## config.mk

```make
export PLATFORM = sky130hd
export DESIGN_NAME = frl_checkpoint_unit
export DESIGN_NICKNAME = d
export VERILOG_FILES = /design/src/rtl/nand_cpu_pkg.sv /design/src/rtl/frl_checkpoint.sv /design/src/rtl/cp_snapshot_merge.sv /design/src/rtl/frl_checkpoint_unit.sv
export SDC_FILE = /design/constraint.sdc
export NUM_CORES = 1
export LEC_CHECK = 0
export ABC_CLOCK_PERIOD_IN_PS = 4630
export BUFFER_PORTS_ARGS = -buffer_cell sky130_fd_sc_hd__buf_2
export CAP_MARGIN = 20
export CORE_MARGIN = 1.5
export CORE_UTILIZATION = 40
export DETAILED_ROUTE_END_ITERATION = 12
export HOLD_SLACK_MARGIN = 0.05
export PLACE_DENSITY = 0.62
export REMOVE_ABC_BUFFERS = 1
export SLEW_MARGIN = 20
export SYNTH_ARGS = -nofsm -noshare
export SYNTH_HDL_FRONTEND = slang
export SYNTH_SLANG_ARGS = --single-unit
```

## constraint.sdc

```tcl
create_clock -name clk -period 4.63 [get_ports clk]
set_input_delay 0.926 -clock clk [delete_from_list [all_inputs] [get_ports clk]]
set_output_delay 0.926 -clock clk [all_outputs]
set_load 0.1 [all_outputs]
```

## src/rtl/nand_cpu_pkg.sv

```systemverilog
// Shared CPU package: checkpoint sizing, tag type and slot layout.
// NUM_D_REG / NUM_S_REG come from the CPU-wide header when it is compiled
// first. Otherwise they fall back to the local defaults below.
`ifndef NUM_D_REG
`define NUM_D_REG 16
`endif
`ifndef NUM_S_REG
`define NUM_S_REG 8
`endif

package nand_cpu_pkg;
    localparam int NUM_CP = 4;
    localparam int NUM_D  = `NUM_D_REG;
    localparam int NUM_S  = `NUM_S_REG;

    typedef logic [$clog2(NUM_CP)-1:0] cp_tag_t;

    typedef struct packed {
        logic             valid;
        logic             done;
        logic [NUM_D-1:0] r_snap;
        logic [NUM_S-1:0] s_snap;
    } cp_slot_t;
endpackage

```

## src/rtl/frl_checkpoint.sv

```systemverilog
// Checkpoint-to-free-list interface.
// - modport out: producer side (checkpoint unit) drives restore and the restored lists.
// - modport in:  free register list side consumes them.
interface frl_checkpoint #(
    parameter int NUM_D = nand_cpu_pkg::NUM_D,
    parameter int NUM_S = nand_cpu_pkg::NUM_S
);
    logic             restore;
    logic [NUM_D-1:0] r_free_list;
    logic [NUM_S-1:0] s_free_list;

    modport out (output restore, output r_free_list, output s_free_list);
    modport in  (input  restore, input  r_free_list, input  s_free_list);
endinterface

```

## src/rtl/cp_snapshot_merge.sv

```systemverilog
// Produces the next-state view of a free list vector.
// - The checked-out register bit is cleared first.
// - The returned register bit is then set.
// Ports:
//   free_in          current registered free list
//   co, co_addr      register checked out this cycle
//   ret, ret_addr    register returned by commit this cycle
//   free_out         edited free list
module cp_snapshot_merge
    import nand_cpu_pkg::*;
#(
    parameter int W  = 16,
    parameter int AW = $clog2(W)
) (
    input  logic [W-1:0]  free_in,
    input  logic          co,
    input  logic [AW-1:0] co_addr,
    input  logic          ret,
    input  logic [AW-1:0] ret_addr,
    output logic [W-1:0]  free_out
);
    always_comb begin
        free_out = free_in;
        if (co)
            free_out[co_addr] = 1'b0;
        // A return wins over a checkout of the same register.
        if (ret)
            free_out[ret_addr] = 1'b1;
    end
endmodule

```

## src/rtl/frl_checkpoint_unit.sv

```systemverilog
// Free-register-list checkpoint unit.
// - Snapshots the general (D) and status (S) free lists on every dispatched branch.
// - Keeps live snapshots current with commit returns.
// - Drives a zero-latency restore on a mispredict.
// Ports:
//   clk, n_rst                   clock, async active-low reset
//   alloc                        branch dispatched, take a snapshot
//   cur_r_free, cur_s_free       current registered free lists
//   co_r/co_r_addr, co_s/...     registers checked out this cycle
//   ret_r/ret_r_addr, ret_s/...  registers returned by commit this cycle
//   resolve, resolve_tag         branch resolved and its checkpoint tag
//   mispredict                   qualifies resolve
//   alloc_tag                    tag given to this cycle's snapshot
//   full                         no free slot
//   restore, r_free_list, s_free_list   restore request to the free list
module frl_checkpoint_unit #(
    parameter int NUM_CP = nand_cpu_pkg::NUM_CP,
    parameter int NUM_D  = nand_cpu_pkg::NUM_D,
    parameter int NUM_S  = nand_cpu_pkg::NUM_S
) (
    input  logic                      clk,
    input  logic                      n_rst,
    input  logic                      alloc,
    input  logic [NUM_D-1:0]          cur_r_free,
    input  logic [NUM_S-1:0]          cur_s_free,
    input  logic                      co_r,
    input  logic [$clog2(NUM_D)-1:0]  co_r_addr,
    input  logic                      co_s,
    input  logic [$clog2(NUM_S)-1:0]  co_s_addr,
    input  logic                      ret_r,
    input  logic [$clog2(NUM_D)-1:0]  ret_r_addr,
    input  logic                      ret_s,
    input  logic [$clog2(NUM_S)-1:0]  ret_s_addr,
    input  logic                      resolve,
    input  logic [$clog2(NUM_CP)-1:0] resolve_tag,
    input  logic                      mispredict,
    output logic [$clog2(NUM_CP)-1:0] alloc_tag,
    output logic                      full,
    output logic                      restore,
    output logic [NUM_D-1:0]          r_free_list,
    output logic [NUM_S-1:0]          s_free_list
);
    import nand_cpu_pkg::*;

    localparam int TW = $clog2(NUM_CP);
    localparam int CW = $clog2(NUM_CP + 1);

    logic [NUM_CP-1:0] valid, done;
    logic [NUM_CP-1:0] valid_next, done_next, kill;
    logic [NUM_D-1:0]  r_snap [NUM_CP];
    logic [NUM_S-1:0]  s_snap [NUM_CP];
    logic [TW-1:0]     head, tail, head_next, tag_dist;
    logic [CW-1:0]     count;

    logic              mis_fire, ok_fire, do_alloc, retire;
    logic [NUM_D-1:0]  r_merged, r_ret_mask;
    logic [NUM_S-1:0]  s_merged, s_ret_mask;

    frl_checkpoint #(.NUM_D(NUM_D), .NUM_S(NUM_S)) cp_if ();

    cp_snapshot_merge #(.W(NUM_D)) u_merge_d (
        .free_in (cur_r_free),
        .co      (co_r),
        .co_addr (co_r_addr),
        .ret     (ret_r),
        .ret_addr(ret_r_addr),
        .free_out(r_merged)
    );

    cp_snapshot_merge #(.W(NUM_S)) u_merge_s (
        .free_in (cur_s_free),
        .co      (co_s),
        .co_addr (co_s_addr),
        .ret     (ret_s),
        .ret_addr(ret_s_addr),
        .free_out(s_merged)
    );

    always_comb begin
        r_ret_mask = '0;
        s_ret_mask = '0;
        if (ret_r)
            r_ret_mask[ret_r_addr] = 1'b1;
        if (ret_s)
            s_ret_mask[ret_s_addr] = 1'b1;
    end

    assign full      = (count == CW'(NUM_CP));
    assign alloc_tag = tail;
    assign mis_fire  = resolve & mispredict & valid[resolve_tag];
    assign ok_fire   = resolve & ~mispredict & valid[resolve_tag];
    // The dispatching branch is younger than any mispredicting one, so it is squashed.
    assign do_alloc  = alloc & ~full & ~mis_fire;
    // The head cannot retire in the same cycle that it is flushed.
    assign retire    = valid[head] & done[head] & ~(mis_fire & (resolve_tag == head));
    assign head_next = retire ? head + TW'(1) : head;
    assign tag_dist  = resolve_tag - head;

    always_comb begin
        valid_next = valid;
        done_next  = done;
        kill       = '0;
        for (int i = 0; i < NUM_CP; i++) begin
            // Age order is distance from head. The resolved slot and everything younger are flushed.
            kill[i] = mis_fire && (TW'(TW'(i) - head) >= tag_dist);
            if (kill[i] || (retire && TW'(i) == head)) begin
                valid_next[i] = 1'b0;
                done_next[i]  = 1'b0;
            end else begin
                if (do_alloc && TW'(i) == tail) begin
                    valid_next[i] = 1'b1;
                    done_next[i]  = 1'b0;
                end
                if (ok_fire && TW'(i) == resolve_tag)
                    done_next[i] = 1'b1;
            end
        end
    end

    always_ff @(posedge clk or negedge n_rst) begin
        if (!n_rst) begin
            valid <= '0;
            done  <= '0;
            head  <= '0;
            tail  <= '0;
            count <= '0;
        end else begin
            valid <= valid_next;
            done  <= done_next;
            head  <= head_next;
            if (mis_fire) begin
                tail  <= resolve_tag;
                count <= CW'(TW'(resolve_tag - head_next));
            end else begin
                if (do_alloc)
                    tail <= tail + TW'(1);
                count <= count + CW'(do_alloc) - CW'(retire);
            end
        end
    end

    // Snapshot payload carries no reset: valid alone decides whether it is meaningful.
    always_ff @(posedge clk) begin
        for (int i = 0; i < NUM_CP; i++) begin
            if (do_alloc && TW'(i) == tail) begin
                r_snap[i] <= r_merged;
                s_snap[i] <= s_merged;
            end else if (valid[i]) begin
                r_snap[i] <= r_snap[i] | r_ret_mask;
                s_snap[i] <= s_snap[i] | s_ret_mask;
            end
        end
    end

    // The restore path is combinational: the free list loads it on the same edge.
    assign cp_if.restore     = mis_fire;
    assign cp_if.r_free_list = mis_fire ? (r_snap[resolve_tag] | r_ret_mask) : '1;
    assign cp_if.s_free_list = mis_fire ? (s_snap[resolve_tag] | s_ret_mask) : '1;

    assign restore     = cp_if.restore;
    assign r_free_list = cp_if.r_free_list;
    assign s_free_list = cp_if.s_free_list;
endmodule

```

==> flow_metrics.env <==
export IMPL_power_ir_vdd_worst_mv=0.308
export IMPL_seq_cells_post_synth=111
export IMPL_finalWeightedCongestion=0.855
export IMPL_layout_drive_gt1_share_pct=20.6
export IMPL_crit_arrival_ps=2940
export IMPL_startpoint_type_of_the_worst_setup_path="input port"
export IMPL_cells_after_synthesis=597
export IMPL_critical_path_most_common_cell="buf_2"
export IMPL_number_of_port_buffers=76
export IMPL_synth_top_area_share_pct=41.9
export IMPL_final_cell_mix="nor2_1, mux2i_1, edfxtp_1"
export IMPL_die_h_um=134
export IMPL_clock_skew_ps=12.4
export IMPL_ys_async_sr_fraction_pct=13.5
export IMPL_area_delta_synth_final_pct=18.2
export IMPL_core_mm2=0.0167
export IMPL_antenna_found_initial=0
export IMPL_outcome="finished clean"
export IMPL_io_pins=77
export IMPL_antenna_diode_count=0
export IMPL_clock_tree_root_cell="clkbuf_16"
export IMPL_synthFlopType="edfxtp_1"
export IMPL_floorplan_initialDensity_pct=41.2
export IMPL_grt_pass1_vias=5263
export IMPL_synthDistinctLibCells=50
export IMPL_avgViaCountPerCell=5.74
export IMPL_yosys_warnings=0
export IMPL_clk_insertion_delay_late_ps=360
export IMPL_layout_commonest_cell="nor2_1"
export IMPL_detail_route_drc_violations=0
export IMPL_dieArea_mm2=0.0180
export IMPL_syn_avg_cell_area_um2=11.5
export IMPL_clock_path_buffers=2
export IMPL_critical_path_n_buffers_inverters=3
export IMPL_post_cts_setup_buffers=0
export IMPL_grt_start_max_net_pins=28
export IMPL_final_cell_area_mm2=0.00814
export IMPL_synth_top_cells_by_area="edfxtp_1, mux2i_1, mux4_2, nor2_1, dfrtp_1"
export IMPL_dpl_cell_area_mm2=0.00782
export IMPL_grt_first_pass_wirelength_mm=28.8
export IMPL_firstDrtPassIters=5
export IMPL_placement_rows=47
export IMPL_multiInputGateArea_mm2=0.00341
export IMPL_cp_end_kind="output port"
export IMPL_die_span_x_um=134
export IMPL_worst_hold_slack_ps=474
export IMPL_max_freq_mhz=259
export IMPL_synth_edff_count=96
export IMPL_max_cap_violations=0
export IMPL_setup_viol=0
export IMPL_required_ps=3700
export IMPL_routed_wl_mm=18.1
export IMPL_worst_slew_pin_transition_ps=939
export IMPL_timing_slew_headroom_pct=36.8
export IMPL_top_cell_family_by_delay_on_the_critical_path="buffers and inverters"
export IMPL_groute_usage_overall_pct=20.9
export IMPL_post_dp_hpwl_mm=12.5
export IMPL_tritoncts_clock_tree="built"
export IMPL_synth_seq_area_share_pct=47.3
export IMPL_finalMaxSlewViolations=0
export IMPL_drt_initial_drc_count=391
export IMPL_worst_path_largest_cell_delay_ps=430
export IMPL_rsz0062_at_grt="no"
export IMPL_cts_htree_levels=3
export IMPL_clock_pin_slew_on_the_worst_setup_and_hold_paths_ps=70
export IMPL_nNetsFinal=744
export IMPL_grt_overflow=0
export IMPL_synth_top_area_cell="edfxtp_1"
export IMPL_critical_path_cell_chain="buf_2, mux2_2, a2bb2oi_4, buf_4, or3_1, buf_2"
export IMPL_crit_path_max_fanout=27
export IMPL_timing_final_crit_period_ps=3870
export IMPL_p_per_area_mw_per_mm2=696
export IMPL_route_antenna_remaining_nets=0
export IMPL_cts_inserted_buffers=9
export IMPL_post_route_period_util_pct=83.5
export IMPL_seqCellArea_mm2=0.00326
export IMPL_worst_setup_path_type="input port to output port"
export IMPL_routed_wire_length_per_instance_um=20.1
export IMPL_layout_filler_cells=1516
export IMPL_finalSetupTns_ps=0
export IMPL_hold_viol=0
export IMPL_crit_path_top_delay_cell="mux2_2"
export IMPL_cts_hold_fix_buffers=0
export IMPL_syn_area_mm2=0.00689
export IMPL_leakagePower_nw=3.34
export IMPL_cts_repair_resized_insts=0
export IMPL_worst_r2r_setup_slack_ps=1610
export IMPL_clock_sinks=111
export IMPL_hold_class="input port to async pin"
export IMPL_num_vias=5165
## state kept, by name, summed over array words and instances, names as in the netlist
register and cells:
alloc_tag 2, head 2, done 4, s_snap 32
count 3, r_snap 64, valid 4
## cell usage after synthesis (2+ instances only)
cell,number
nor2_1,117
mux2i_1,97
edfxtp_1,96
a21oi_1,27
or3_1,24
mux4_2,23
nand2_1,23
ha_1,18
inv_1,17
nand3_1,16
dfrtp_1,15
nor3_1,13
clkbuf_1,12
buf_4,8
o221a_1,8
and3_1,6
nand2b_1,6
o21ai_1,6
xnor2_1,6
and3b_1,5
nor2b_1,5
o21a_1,4
o21ai_4,4
or2_1,4
a21boi_0,3
nor3b_1,3
nor4_1,3
xor2_1,3
buf_2,2
buf_6,2
nand3b_1,2
## logic make-up after synthesis
group / Yosys count / synth area share [%]
AND/OR/NAND/NOR: 232 / 15.9
multiplexers: 123 / 22.4
flip-flops: 111 / 47.3
AO/OA/AOI/OAI: 59 / 6.52
buffers and inverters: 44 / 3.16
adder cells (fa/ha/maj): 19 / 3.56
XOR/XNOR: 9 / 1.14
## area by class of cell
type	count	share of cell area, %
Clock buffer	9	2.77
Clock inverter	6	1.14
Inverter	19	0.937
Multi-Input combinational cell	442	41.9
Sequential cell	111	40.0
Tap cell	220	3.38
Timing Repair Buffer	93	9.87
## metal layers
| metal | track usage (%) | up-vias | share of wire, % |
|---|---|---|---|
| met5 | 0 | - | 0 |
| met3 | 2.72 | 26 | 5.8 |
| met2 | 32.5 | 203 | 46 |
| met4 | 7.71 | 0 | 2.3 |
| met1 | 29.8 | 2562 | 46 |
| li1 | - | 2374 | - |
## power breakdown
part | switching, W | total [W] | internal (W)
combinational | 0.00153 | 0.00261 | 0.00109
sequential | 0.000319 | 0.00220 | 0.00188
clock | 0.000376 | 0.000853 | 0.000477
## worst paths after layout
kind	startpoint	end	cells after the start
setup / recovery	resolve_tag[0]	r_free_list[7]	6
hold / removal	n_rst	valid[2]$_DFFE_PN0P_	1
setup reg to reg	valid[2]$_DFFE_PN0P_	count[1]$_DFF_PN0_	11
hold reg to reg	r_snap[2][14]$_DFFE_PP_	r_snap[2][14]$_DFFE_PP_	2
max in group asynchronous	n_rst	count[1]$_DFF_PN0_	1
min in group clk	r_snap[2][14]$_DFFE_PP_	r_snap[2][14]$_DFFE_PP_	2
## per-stage QoR
stage	power (W)	cells	setup slack, ps	utilization, %
global placement	0.00475	885	756	46.8
finish	0.00566	900	762	48.7
detailed placement	0.00483	885	666	46.8
floorplan	0.00400	572	974	-
global route	0.00600	900	645	48.7
CTS	0.00569	900	726	48.7
No activity file was read; power rests on OpenSTA's default activity.
